$ cat src/rtl/spi_pkg.sv
// Shared SPI link definitions: frame width common to transmitter and receiver,
// and the transmitter's frame-sequencing states.
// No logic; constants and types only.
package spi_pkg;

    // Frame width of the 12-bit SPI link; the slave receiver uses the same value.
    localparam int SPI_DATA_W = 12;

    typedef enum logic [2:0] {
        IDLE,
        SETUP,
        SHIFT,
        HOLD,
        GAP
    } spi_tx_state_e;

endpackage

$ cat src/rtl/spi_clk_gen.sv
// Purpose: free-running serial clock divider with one-cycle rise/fall strobes.
// Latency: strobes are asserted in the clk cycle before sync_clock changes.
// Backpressure: none; runs continuously out of reset.
// Ports: clk, rst_n (sync, active low) in; sync_clock, rise_tick, fall_tick out.
module spi_clk_gen
    import spi_pkg::*;
#(
    parameter int CLK_DIV = 4
) (
    input  logic clk,
    input  logic rst_n,
    output logic sync_clock,
    output logic rise_tick,
    output logic fall_tick
);

    localparam int DIV_W = (CLK_DIV > 1) ? $clog2(CLK_DIV) : 1;

    logic [DIV_W-1:0] r_div;
    logic             r_sclk;
    logic             w_wrap;

    assign w_wrap = (r_div == DIV_W'(CLK_DIV - 1));

    always_ff @(posedge clk) begin
        if (!rst_n) begin
            r_div  <= '0;
            r_sclk <= 1'b0;
        end else if (w_wrap) begin
            r_div  <= '0;
            r_sclk <= ~r_sclk;
        end else begin
            r_div  <= r_div + DIV_W'(1);
        end
    end

    // Strobes lead the edge by one cycle so that registers updated on a
    // strobe change in the same clk cycle as sync_clock itself.
    assign rise_tick  = w_wrap & ~r_sclk;
    assign fall_tick  = w_wrap &  r_sclk;
    assign sync_clock = r_sclk;

endmodule

$ cat src/rtl/spi_master_tx.sv
// Purpose: 12-bit SPI transmit master, LSB first, CS/MOSI changed only on sync_clock falling edges.
// Latency: accept -> CS low 1..2*CLK_DIV clk; CS low -> done (DATA_W+2)*2*CLK_DIV clk; done -> next CS low >= 2*CLK_DIV.
// Backpressure: ready low while a frame or GAP is in progress; newd without ready is dropped.
// Ports: clk, rst_n (sync, active low), newd, din[DATA_W] in;
//        ready, busy, sync_clock, CS (active low), MOSI, done (1-clk pulse) out.
// Build option: define SPI_TX_BUF_EN for a one-entry holding register (back-to-back frames).
module spi_master_tx
    import spi_pkg::*;
#(
    parameter int DATA_W  = SPI_DATA_W,
    parameter int CLK_DIV = 4
) (
    input  logic              clk,
    input  logic              rst_n,
    input  logic              newd,
    input  logic [DATA_W-1:0] din,
    output logic              ready,
    output logic              busy,
    output logic              sync_clock,
    output logic              CS,
    output logic              MOSI,
    output logic              done
);

    localparam int CNT_W = $clog2(DATA_W + 1);

    spi_tx_state_e     r_state, w_state_nxt;
    logic [DATA_W-1:0] r_shreg, w_shreg_nxt;
    logic [CNT_W-1:0]  r_bit_cnt, w_bit_cnt_nxt;
    logic              r_cs, w_cs_nxt;
    logic              r_mosi, w_mosi_nxt;
    logic              r_done, w_done_nxt;
    logic              r_busy, w_busy_nxt;
    logic              r_saw_rise;

    logic              w_fall_tick;
    logic              w_rise_tick;
    logic              w_idle_free;
    logic              w_gap_exit;
    logic              w_load_direct;
    logic              w_ready;

    spi_clk_gen #(
        .CLK_DIV (CLK_DIV)
    ) u_clk_gen (
        .clk        (clk),
        .rst_n      (rst_n),
        .sync_clock (sync_clock),
        .rise_tick  (w_rise_tick),
        .fall_tick  (w_fall_tick)
    );

    assign w_idle_free = (r_state == IDLE) && !r_busy;
    // GAP is only left once a rising edge has been seen with CS high, so
    // the slave is guaranteed to observe the deselect and re-arm.
    assign w_gap_exit  = (r_state == GAP) && w_fall_tick && r_saw_rise;

`ifdef SPI_TX_BUF_EN
    logic [DATA_W-1:0] r_buf;
    logic              r_buf_vld;
    logic              w_drain;
    logic              w_buf_wr;

    // The holding register empties either straight into the next frame at
    // GAP exit, or into shreg when it was filled on the very GAP-exit edge.
    assign w_drain       = r_buf_vld && (w_gap_exit || w_idle_free);
    assign w_ready       = !r_buf_vld || w_drain;
    assign w_load_direct = newd && w_idle_free && !r_buf_vld;
    assign w_buf_wr      = newd && w_ready && !w_load_direct;

    always_ff @(posedge clk) begin
        if (!rst_n) begin
            r_buf     <= '0;
            r_buf_vld <= 1'b0;
        end else if (w_buf_wr) begin
            r_buf     <= din;
            r_buf_vld <= 1'b1;
        end else if (w_drain) begin
            r_buf_vld <= 1'b0;
        end
    end
`else
    assign w_ready       = w_idle_free;
    assign w_load_direct = newd && w_idle_free;
`endif

    always_comb begin
        w_state_nxt   = r_state;
        w_shreg_nxt   = r_shreg;
        w_bit_cnt_nxt = r_bit_cnt;
        w_cs_nxt      = r_cs;
        w_mosi_nxt    = r_mosi;
        w_done_nxt    = 1'b0;
        w_busy_nxt    = r_busy;

        case (r_state)
            IDLE: begin
                if (w_load_direct) begin
                    w_shreg_nxt = din;
                    w_busy_nxt  = 1'b1;
                end
`ifdef SPI_TX_BUF_EN
                else if (w_drain) begin
                    w_shreg_nxt = r_buf;
                    w_busy_nxt  = 1'b1;
                end
`endif
                if (r_busy && w_fall_tick) begin
                    w_cs_nxt    = 1'b0;
                    w_state_nxt = SETUP;
                end
            end
            // The rising edge inside SETUP is the slave's CS-detect edge.
            SETUP: begin
                if (w_fall_tick) begin
                    w_mosi_nxt    = r_shreg[0];
                    w_shreg_nxt   = r_shreg >> 1;
                    w_bit_cnt_nxt = CNT_W'(1);
                    w_state_nxt   = SHIFT;
                end
            end
            SHIFT: begin
                if (w_fall_tick) begin
                    if (r_bit_cnt == CNT_W'(DATA_W)) begin
                        w_mosi_nxt  = 1'b0;
                        w_state_nxt = HOLD;
                    end else begin
                        w_mosi_nxt    = r_shreg[0];
                        w_shreg_nxt   = r_shreg >> 1;
                        w_bit_cnt_nxt = r_bit_cnt + CNT_W'(1);
                    end
                end
            end
            // The rising edge inside HOLD is the slave's done edge.
            HOLD: begin
                if (w_fall_tick) begin
                    w_cs_nxt    = 1'b1;
                    w_done_nxt  = 1'b1;
                    w_busy_nxt  = 1'b0;
                    w_state_nxt = GAP;
                end
            end
            GAP: begin
                if (w_gap_exit) begin
`ifdef SPI_TX_BUF_EN
                    if (r_buf_vld) begin
                        // Chain straight into the next frame: one GAP only.
                        w_shreg_nxt   = r_buf;
                        w_bit_cnt_nxt = '0;
                        w_busy_nxt    = 1'b1;
                        w_cs_nxt      = 1'b0;
                        w_state_nxt   = SETUP;
                    end else begin
                        w_state_nxt = IDLE;
                    end
`else
                    w_state_nxt = IDLE;
`endif
                end
            end
            default: begin
                w_state_nxt = IDLE;
            end
        endcase
    end

    always_ff @(posedge clk) begin
        if (!rst_n) begin
            r_state    <= IDLE;
            r_shreg    <= '0;
            r_bit_cnt  <= '0;
            r_cs       <= 1'b1;
            r_mosi     <= 1'b0;
            r_done     <= 1'b0;
            r_busy     <= 1'b0;
            r_saw_rise <= 1'b0;
        end else begin
            r_state    <= w_state_nxt;
            r_shreg    <= w_shreg_nxt;
            r_bit_cnt  <= w_bit_cnt_nxt;
            r_cs       <= w_cs_nxt;
            r_mosi     <= w_mosi_nxt;
            r_done     <= w_done_nxt;
            r_busy     <= w_busy_nxt;
            if (w_fall_tick) begin
                r_saw_rise <= 1'b0;
            end else if (w_rise_tick) begin
                r_saw_rise <= 1'b1;
            end
        end
    end

    assign ready = w_ready;
    assign busy  = r_busy;
    assign CS    = r_cs;
    assign MOSI  = r_mosi;
    assign done  = r_done;

endmodule

$ cat config.mk
export PLATFORM = sky130hd
export DESIGN_NAME = spi_master_tx
export DESIGN_NICKNAME = d
export VERILOG_FILES = /design/src/rtl/spi_pkg.sv /design/src/rtl/spi_clk_gen.sv /design/src/rtl/spi_master_tx.sv
export SDC_FILE = /design/constraint.sdc
export NUM_CORES = 1
export LEC_CHECK = 0
export BUFFER_PORTS_ARGS = -buffer_cell sky130_fd_sc_hd__buf_2
export CORE_MARGIN = 5
export CORE_UTILIZATION = 55
export CTS_CLUSTER_SIZE = 10
export DETAILED_ROUTE_END_ITERATION = 8
export HOLD_SLACK_MARGIN = 0.02
export PLACE_DENSITY = 0.81
export SYNTH_ARGS = -nofsm -noshare
export SYNTH_HDL_FRONTEND = slang
export SYNTH_HIERARCHICAL = 1
export SYNTH_SLANG_ARGS = --single-unit
$ cat constraint.sdc
create_clock -name clk -period 4 [get_ports clk]
set_input_delay 0.8 -clock clk [delete_from_list [all_inputs] [get_ports clk]]
set_output_delay 0.8 -clock clk [all_outputs]
set_load 0.02 [all_outputs]
==> impl_metrics.tcl, run 1 <==
set metrics [dict create \
    outcome "finished, final reports clean" \
    grt_overflow 0 \
    fin_area_um2 1403 \
    gp_congestion 0.9444 \
    root_buffer "clkbuf_4" \
    fin_tns_setup_ns 0 \
    worst-r2r-cell-count 6 \
    synth_edf_count 0 \
    dieArea_um2 3414 \
    drive_above_1_share_pct 20.95 \
    layout_commonest_cell "dfxtp_1" \
    min_path_cells 1 \
    synth_top_area_share_pct 41.90 \
    area_growth_pct 8.730 \
    ys_ff_latch 27 \
    synth_area_leader_cell "dfxtp_1" \
    cts_tree "built" \
    place_area_um2 1373 \
    totalWireLength_mm 2.487 \
    grt_max_degree 17 \
    ys_warn_count 6 \
    ir_worst_vdd_v 0.0002958 \
    numPlacedInstances 172 \
    maxCapViolations 0 \
    vias_per_cell 5.727 \
    antenna_found_initial 0 \
    dp_hpwl_mm 1.846 \
    worst_pin_slew_ns 0.6017 \
    cts.htree.levels 1 \
    met3_length_um 82 \
    drtAntennaViolNets 0 \
    row_count 17 \
    antennaDiodeCount 0 \
    fmax_mhz 479.7 \
    dr.max_layer_used "met4" \
    met2_length_mm 1.142 \
    cts_setup_buffers 0 \
    rsz0062_at_grt "false" \
    crit_type "register to output pin" \
    core_area_um2 2233 \
    insertion_delay_ns 0.33 \
    final_cell_mix "27 x dfxtp_1, 20 x buf_2, 11 x mux2i_1, 11 x o2bb2ai_1, 8 x nor2_1" \
    avgRoutedWirePerCell_um 14.13 \
    cts_made_buffers 3 \
    crit_path_end_kind "output pin" \
    synth_nets 149 \
    grt_usage_pct 15.68 \
    port-buffer-count 20 \
    first_global_vias 954 \
    relSlewSlack_pct 59.79 \
    period_share_pct 52.12 \
    r2r_setup_slack_ns 1.95 \
    hold_viol_final 0 \
    ys.flop_type "dfxtp_1" \
    required_ns 3.20 \
    grt_pass1_wl_mm 4.119 \
    syn_area_per_cell_um2 9.847 \
    setup_viol_count_final 0 \
    die_h_um 58.43 \
    synth_area_um2 1290 \
    synth_area_leaders "dfxtp_1 42%, mux2i_1 8.5%, o2bb2ai_1 7.5%" \
    num_vias 1008 \
    layout.nets 167 \
    m1WireLength_mm 1.207 \
    min_path_type "register to register" \
    arrival_ns 1.28 \
    yosysSeqAreaShare_pct 41.90 \
    startpoint_type "register" \
    async_flop_share_pct 0 \
    holdBufCountCts 0 \
    initialDrtViolationCount 17 \
    synthCells 131 \
    skew_ns 0.004794 \
    start_util_pct 57.76 \
    fin_crit_ns 2.085 \
    die_w_um 58.43 \
    cts_buffer_depth 2 \
    synthDistinctLibCells 40 \
    first_pass_iters 4 \
    clkTransAtPathRegs_ns 0.15 \
    ioPinCount 21 \
    power_density_nw_per_um2 326.8 \
    cts_resized 0 \
    maxSlewViolCount 0 \
    cts_num_sinks 27 \
    layout.cells.non_filler 176 \
    p_leak_nw 0.6195 \
    path_max_fanout 12 \
    drcViolationCount 0 \
    hold_ws_ns 0.4447 \
]
## power by group
part	total, mW	leakage (nW)	switching [mW]	internal, mW
clock network	0.122	0.0139	0.0837	0.0383
registers	0.291	0.220	0.00816	0.283
logic	0.0456	0.385	0.0235	0.0220
total	0.458	0.620	0.115	0.343
## critical path, stage by stage, from the launching register on
cell	delay, ns
dfxtp_1	0.45
nor4_1	0.29
buf_2	0.21
## layout make-up
cell class | count | area [um2]
clock buffers | 3 | 22.52
clock inverters | 1 | 7.507
repair buffers | 20 | 100.1
well taps | 28 | 35.03
inverters | 6 | 22.52
multi-input cells | 91 | 674.4
fillers | 183 | 830.8
flip-flops and latches | 27 | 540.5
## path summary, 6_finish.rpt
path                      start            endpoint
max reg2reg  u_clk_gen/r_div[0]        r_bit_cnt[3]
max                  r_state[0]               ready
min          u_clk_gen/r_div[0]  u_clk_gen/r_div[0]
min reg2reg  u_clk_gen/r_div[0]  u_clk_gen/r_div[0]
## cell families after synthesis
logic type / count (synthesis) / share of synthesized area, %
simple gates: 39 / 17.07
compound gates: 35 / 21.73
flops: 27 / 41.90
buf+inv: 13 / 5.819
mux: 11 / 8.536
xor+xnor: 3 / 2.037
fa+ha+maj: 3 / 2.910
## stage by stage
| step | power, mW | utilization (%) | worst slack (ns) |
|---|---|---|---|
| after detailed placement | 0.3424 | 61.46 | 1.936 |
| after global routing | 0.4813 | 62.80 | 1.708 |
| after floorplan | 0.3265 | - | 2.019 |
| after global placement | 0.3403 | 61.46 | 1.976 |
| after CTS | 0.4629 | 62.80 | 1.910 |
| final | 0.4584 | 62.80 | 1.915 |
## cells in the mapped netlist (3+ instances only)
| cell type | instances |
|---|---|
| a21oi_1 | 5 |
| buf_2 | 3 |
| buf_6 | 3 |
| dfxtp_1 | 27 |
| ha_1 | 3 |
| inv_1 | 6 |
| mux2i_1 | 11 |
| nand2_1 | 6 |
| nand2b_1 | 3 |
| nand3_1 | 5 |
| nor2_1 | 8 |
| o21ai_0 | 5 |
| o2bb2ai_1 | 11 |
## registers in the layout (all words and copies together) (netlist names)
signal,flops
r_shreg,12
r_bit_cnt,4
r_state,3
u_clk_gen/r_div,2
CS,1
MOSI,1
busy,1
done,1
r_saw_rise,1
u_clk_gen/sync_clock,1
## routing by layer
metal	track usage, %	vias to the layer above
met5	0	-
met4	10.26	0
met3	2.851	4
met2	24.40	15
met1	19.73	478
li1	-	511
(Power assumes the default switching activity.)
==> inputs of run 2 (changes only) <==
CORE_UTILIZATION = 49   (was 55)
PLACE_DENSITY = 0.77   (was 0.81)
clock period = 1.8 ns   (was 4 ns; I/O delays follow)
==> run 2 against run 1 <==
Net effect: critical endpoint is now r_bit_cnt[3]; utilization fell by 2.9 points; sequential power rose by 120%; clock power rose by 120%; sequential share of layout area fell by 2.4 points; critical path type is now register to register; worst setup slack got worse by 1.8 ns; count of clock-buffer cells in the layout did not move; final area rose by 6.8%; highest routed layer unchanged; hold slack got worse by 0.17 ns; critical path depth rose by 4; flip-flop and latch count did not move; global-route usage barely moved; power rose by 130%; largest cell class unchanged.
==> impl_metrics.tcl, run 2 (synthesis results as in run 1) <==
set metrics [dict create \
    outcome "finished, final reports clean" \
    grt_pass1_wl_mm 4.353 \
    fin_crit_ns 1.698 \
    power_density_nw_per_um2 689.0 \
    crit_path_end_kind "register" \
    cts_buffer_depth 2 \
    hold_ws_ns 0.2752 \
    nFillCells 210 \
    p_seq_share_pct 62.7 \
    initialDrtViolationCount 31 \
    antenna_found_initial 0 \
    area_growth_pct 16.10 \
    ir_worst_vdd_v 0.0004415 \
    path_max_fanout 9 \
    row_count 18 \
    cp_slowest_cell "dfxtp_1" \
    die_h_um 61.31 \
    final_cell_mix "26 x dfxtp_1, 20 x buf_2, 11 x mux2i_1, 11 x o2bb2ai_1, 8 x nor2_1" \
    insertion_delay_ns 0.34 \
    vias_per_cell 5.758 \
    largest_register "r_shreg" \
    die_w_um 61.31 \
    dieArea_um2 3759 \
    p_leak_nw 0.6690 \
    slowest_delay_ns 0.38 \
    first_global_vias 986 \
    avgRoutedWirePerCell_um 14.51 \
    drtAntennaViolNets 0 \
    fmax_mhz 588.9 \
    grt_overflow 0 \
    layout_commonest_cell "dfxtp_1" \
    crit_buf_inv 2 \
    cts_num_sinks 27 \
    min_path_type "input pin to register" \
    required_ns 2.07 \
    power.switching_mw 0.2618 \
    cts.htree.levels 1 \
    top_regs "r_shreg (12), r_bit_cnt (4), r_state (3)" \
    skew_ns 0.01733 \
    setup_viol_count_final 0 \
    ioPinCount 21 \
    totalWireLength_mm 2.699 \
    dp_hpwl_mm 1.955 \
    cts_made_buffers 3 \
    swShare_pct 25.37 \
    first_pass_iters 4 \
    num_vias 1071 \
    power_frac_clock_pct 26.3 \
    maxCapViolations 0 \
    holdBufCountCts 0 \
    port-buffer-count 20 \
    layout.nets 175 \
    relSlewSlack_pct 69.66 \
    core_area_um2 2500 \
    gp_congestion 0.8268 \
    start_util_pct 51.60 \
    maxSlewViolCount 0 \
    internal_power_mw 0.7700 \
    drive_above_1_share_pct 28.21 \
    largest_reg_flops 12 \
    path_delay_family "flip-flops" \
    hold_viol_final 0 \
    layout_setup_ws_ns 0.1018 \
    startpoint_type "register" \
    grt_usage_pct 15.68 \
    dp_slack_ns 0.08594 \
    worst_pin_slew_ns 0.4488 \
    clkTransAtPathRegs_ns 0.16 \
    crit_chain "buf_4, xor2_2, buf_4, o211ai_1, or3_1, a21oi_1" \
    root_buffer "clkbuf_4" \
    antennaDiodeCount 0 \
    path_common_cell "buf_4" \
    fin_util_pct 59.91 \
    crit_type "register to register" \
    cts_tree "built" \
    period_share_pct 94.34 \
    arrival_ns 1.97 \
    combPwrFrac_pct 11.0 \
    drcViolationCount 0 \
    grt_max_degree 16 \
]
[run 2: cell type report]
class | instances | area [um2] | share of cell area (%)
multi-input combinational | 91 | 695.7 | 46.45
sequential | 27 | 541.8 | 36.17
timing repair buffer | 28 | 172.7 | 11.53
tap | 30 | 37.54 | 2.506
clock buffer | 3 | 22.52 | 1.504
inverter | 6 | 22.52 | 1.504
clock inverter | 1 | 5.005 | 0.3342
[run 2: worst reg2reg max path, cell delays in order (launching register included)]
cell and delay (ns):
dfxtp_1 0.38, buf_4 0.18, xor2_2 0.25, buf_4 0.18, o211ai_1 0.14, or3_1 0.37
a21oi_1 0.14
[run 2: worst paths after layout]
path / from / endpoint / slack (ns) / cells past startpoint
worst min-delay path: din[2] / r_shreg[2] / 0.28 / 3
worst max register to register: r_state[1] / r_bit_cnt[3] / 0.10 / 6
worst min register to register: u_clk_gen/r_div[0] / u_clk_gen/r_div[0] / 0.45 / 1
worst max-delay path: r_state[1] / r_bit_cnt[3] / 0.10 / 6
[run 2: per-stage QoR]
| stage | power (mW) | TNS [ns] | area (um2) | instances |
|---|---|---|---|---|
| floorplan | 0.7256 | 0 | 1290 | 131 |
| global placement | 0.7583 | 0 | 1428 | 181 |
| detailed placement | 0.7642 | 0 | 1428 | 181 |
| CTS | 1.027 | 0 | 1455 | 185 |
| global route | 1.078 | -0.01662 | 1498 | 186 |
| finish | 1.032 | 0 | 1498 | 186 |
[run 2: repair_timing]
item                                    CTS  global route
buffers inserted                          0             1
hold endpoints to repair                  0             0
resized for setup                         0             5
endpoints found under the setup margin    0            14
[run 2: per-layer routing]
layer	vias up	routed length, um	track usage (%)
met2	24	1303	24.47
met3	4	141	3.354
met5	-	0	0
li1	526	-	-
met4	0	29	6.502
met1	517	1224	20.98
[run 2: power groups by stage]
stage	Clock (mW)	Combinational [mW]	Sequential (mW)
2_1_floorplan	0	0.0652	0.660
3_3_place_gp	0	0.101	0.657
3_5_place_dp	0	0.105	0.659
4_1_cts	0.275	0.106	0.646
5_1_grt	0.302	0.125	0.651
6_report	0.271	0.114	0.647
==> inputs of run 3 (changes only) <==
CORE_ASPECT_RATIO = 2   (was not set)
CORE_UTILIZATION = 42   (was 49)
PLACE_DENSITY = 0.68   (was 0.77)
SKIP_LAST_GASP = 1   (was not set)
==> run 3 against run 2 <==
Net effect: clock power up 26%; final area about the same; via count down 3.4%; wire length up 4.1%; critical path depth up 1; worst setup slack better by 0.044 ns; flip-flop and latch count unchanged; global-route usage down 1.6 points; utilization down 9.6 points; fmax up 2.7%.
==> impl_metrics.tcl, run 3 (synthesis results as in run 1) <==
set metrics [dict create \
    cts.htree.levels 1 \
    insertion_delay_ns 0.28 \
    layout_commonest_cell "dfxtp_1" \
    setup_viol_count_final 0 \
    arrival_ns 1.86 \
    row_count 28 \
    hold_viol_final 0 \
    combPwrFrac_pct 10.3 \
    area_growth_pct 16.20 \
    p_leak_nw 0.6710 \
    vias_per_cell 5.565 \
    die_h_um 88.38 \
    port-buffer-count 20 \
    relSlewSlack_pct 69.27 \
    grt_pass1_wl_mm 4.892 \
    largest_reg_flops 12 \
    startpoint_type "register" \
    drtAntennaViolNets 0 \
    first_pass_iters 4 \
    cts_buffer_depth 2 \
    cts_tree "built" \
    gp_congestion 0.8094 \
    crit_path_end_kind "register" \
    totalWireLength_mm 2.811 \
    die_w_um 49.19 \
    path_max_fanout 12 \
    first_global_vias 1120 \
    fin_util_pct 50.34 \
    fin_tns_setup_ns 0 \
    power.switching_mw 0.2555 \
    root_buffer "clkbuf_8" \
    grt_usage_pct 14.05 \
    grt_max_degree 15 \
    worst-r2r-cell-count 7 \
    top_regs "r_shreg (12), r_bit_cnt (4), r_state (3)" \
    grt_overflow 0 \
    hold_ws_ns 0.3508 \
    skew_ns 0.003970 \
    power_density_nw_per_um2 733.7 \
    min_path_type "input pin to register" \
    dp_hpwl_mm 2.163 \
    num_vias 1035 \
    internal_power_mw 0.8443 \
    maxSlewViolCount 0 \
    crit_type "register to register" \
    ir_worst_vdd_v 0.0005662 \
    period_share_pct 91.90 \
    final_cell_mix "27 x dfxtp_1, 20 x buf_2, 11 x mux2i_1, 11 x o2bb2ai_1, 8 x nor2_1" \
    power_frac_clock_pct 31.1 \
    drcViolationCount 0 \
    fmax_mhz 604.6 \
    drive_above_1_share_pct 25.64 \
    finalPower_mw 1.100 \
    p_seq_share_pct 58.6 \
    ioPinCount 21 \
    cts_made_buffers 3 \
    fin_crit_ns 1.654 \
    layout.nets 175 \
    start_util_pct 43.32 \
    swShare_pct 23.23 \
    maxCapViolations 0 \
    antenna_found_initial 0 \
    core_area_um2 2978 \
    holdBufCountCts 0 \
    rsz0062_at_grt "false" \
    antennaDiodeCount 0 \
    cts_num_sinks 27 \
    dieArea_um2 4347 \
    initialDrtViolationCount 23 \
    required_ns 2.01 \
    clkTransAtPathRegs_ns 0.09 \
    min_path_cells 2 \
    outcome "finished, final reports clean" \
    largest_register "r_shreg" \
    worst_pin_slew_ns 0.4545 \
    avgRoutedWirePerCell_um 15.11 \
]
[run 3: final cells by class]
cell class / instances / area [um2]
clock buffer: 4 / 45.04
fill: 269 / 1479
inverter: 6 / 22.52
multi-input combinational: 91 / 680.7
sequential: 27 / 540.5
tap: 30 / 37.54
timing repair buffer: 28 / 172.7
[run 3: final timing paths]
path | slack, ns | startpoint | end
setup reg to reg | 0.15 | r_bit_cnt[0] | r_shreg[9]
hold / removal | 0.35 | rst_n | CS
hold reg to reg | 0.43 | u_clk_gen/r_div[0] | u_clk_gen/r_div[0]
setup / recovery | 0.15 | r_bit_cnt[0] | r_shreg[9]
[run 3: power by group through the flow]
stage	clock network (mW)	registers, mW	logic [mW]
finish	0.342	0.645	0.113
CTS	0.354	0.645	0.108
floorplan	0	0.660	0.0652
detailed placement	0	0.659	0.107
global route	0.379	0.649	0.127
global placement	0	0.657	0.102
[run 3: routing by layer]
metal  track usage [%]  part of all wire [%]  up-vias
met1             14.58                    37      470
met2             25.15                    55       29
li1                  -                     -      529
met5                 0                     0        -
met3             2.698                   5.1        7
met4             9.069                   2.7        0
[run 3: critical path, cell delays in order (launching register included)]
cell and delay (ns):
dfxtp_1 0.36, inv_1 0.07, ha_1 0.14, nand3_1 0.18
or2_4 0.33, a41oi_4 0.24, buf_12 0.15, o2bb2ai_1 0.11
[run 3: per-stage QoR]
stage / setup slack [ns] / cell area (um2) / cells
global route: 0.008739 / 1499 / 186
detailed placement: 0.07669 / 1428 / 181
finish: 0.1459 / 1499 / 186
CTS: 0.04994 / 1473 / 185
floorplan: 0.07656 / 1290 / 131
global placement: 0.1547 / 1428 / 181
[run 3: timing repair]
item | in CTS | in global routing
setup endpoints to repair | 0 | 16
setup buffers | 0 | 1
hold endpoints to repair | 0 | 0
gates resized for setup | 0 | 4
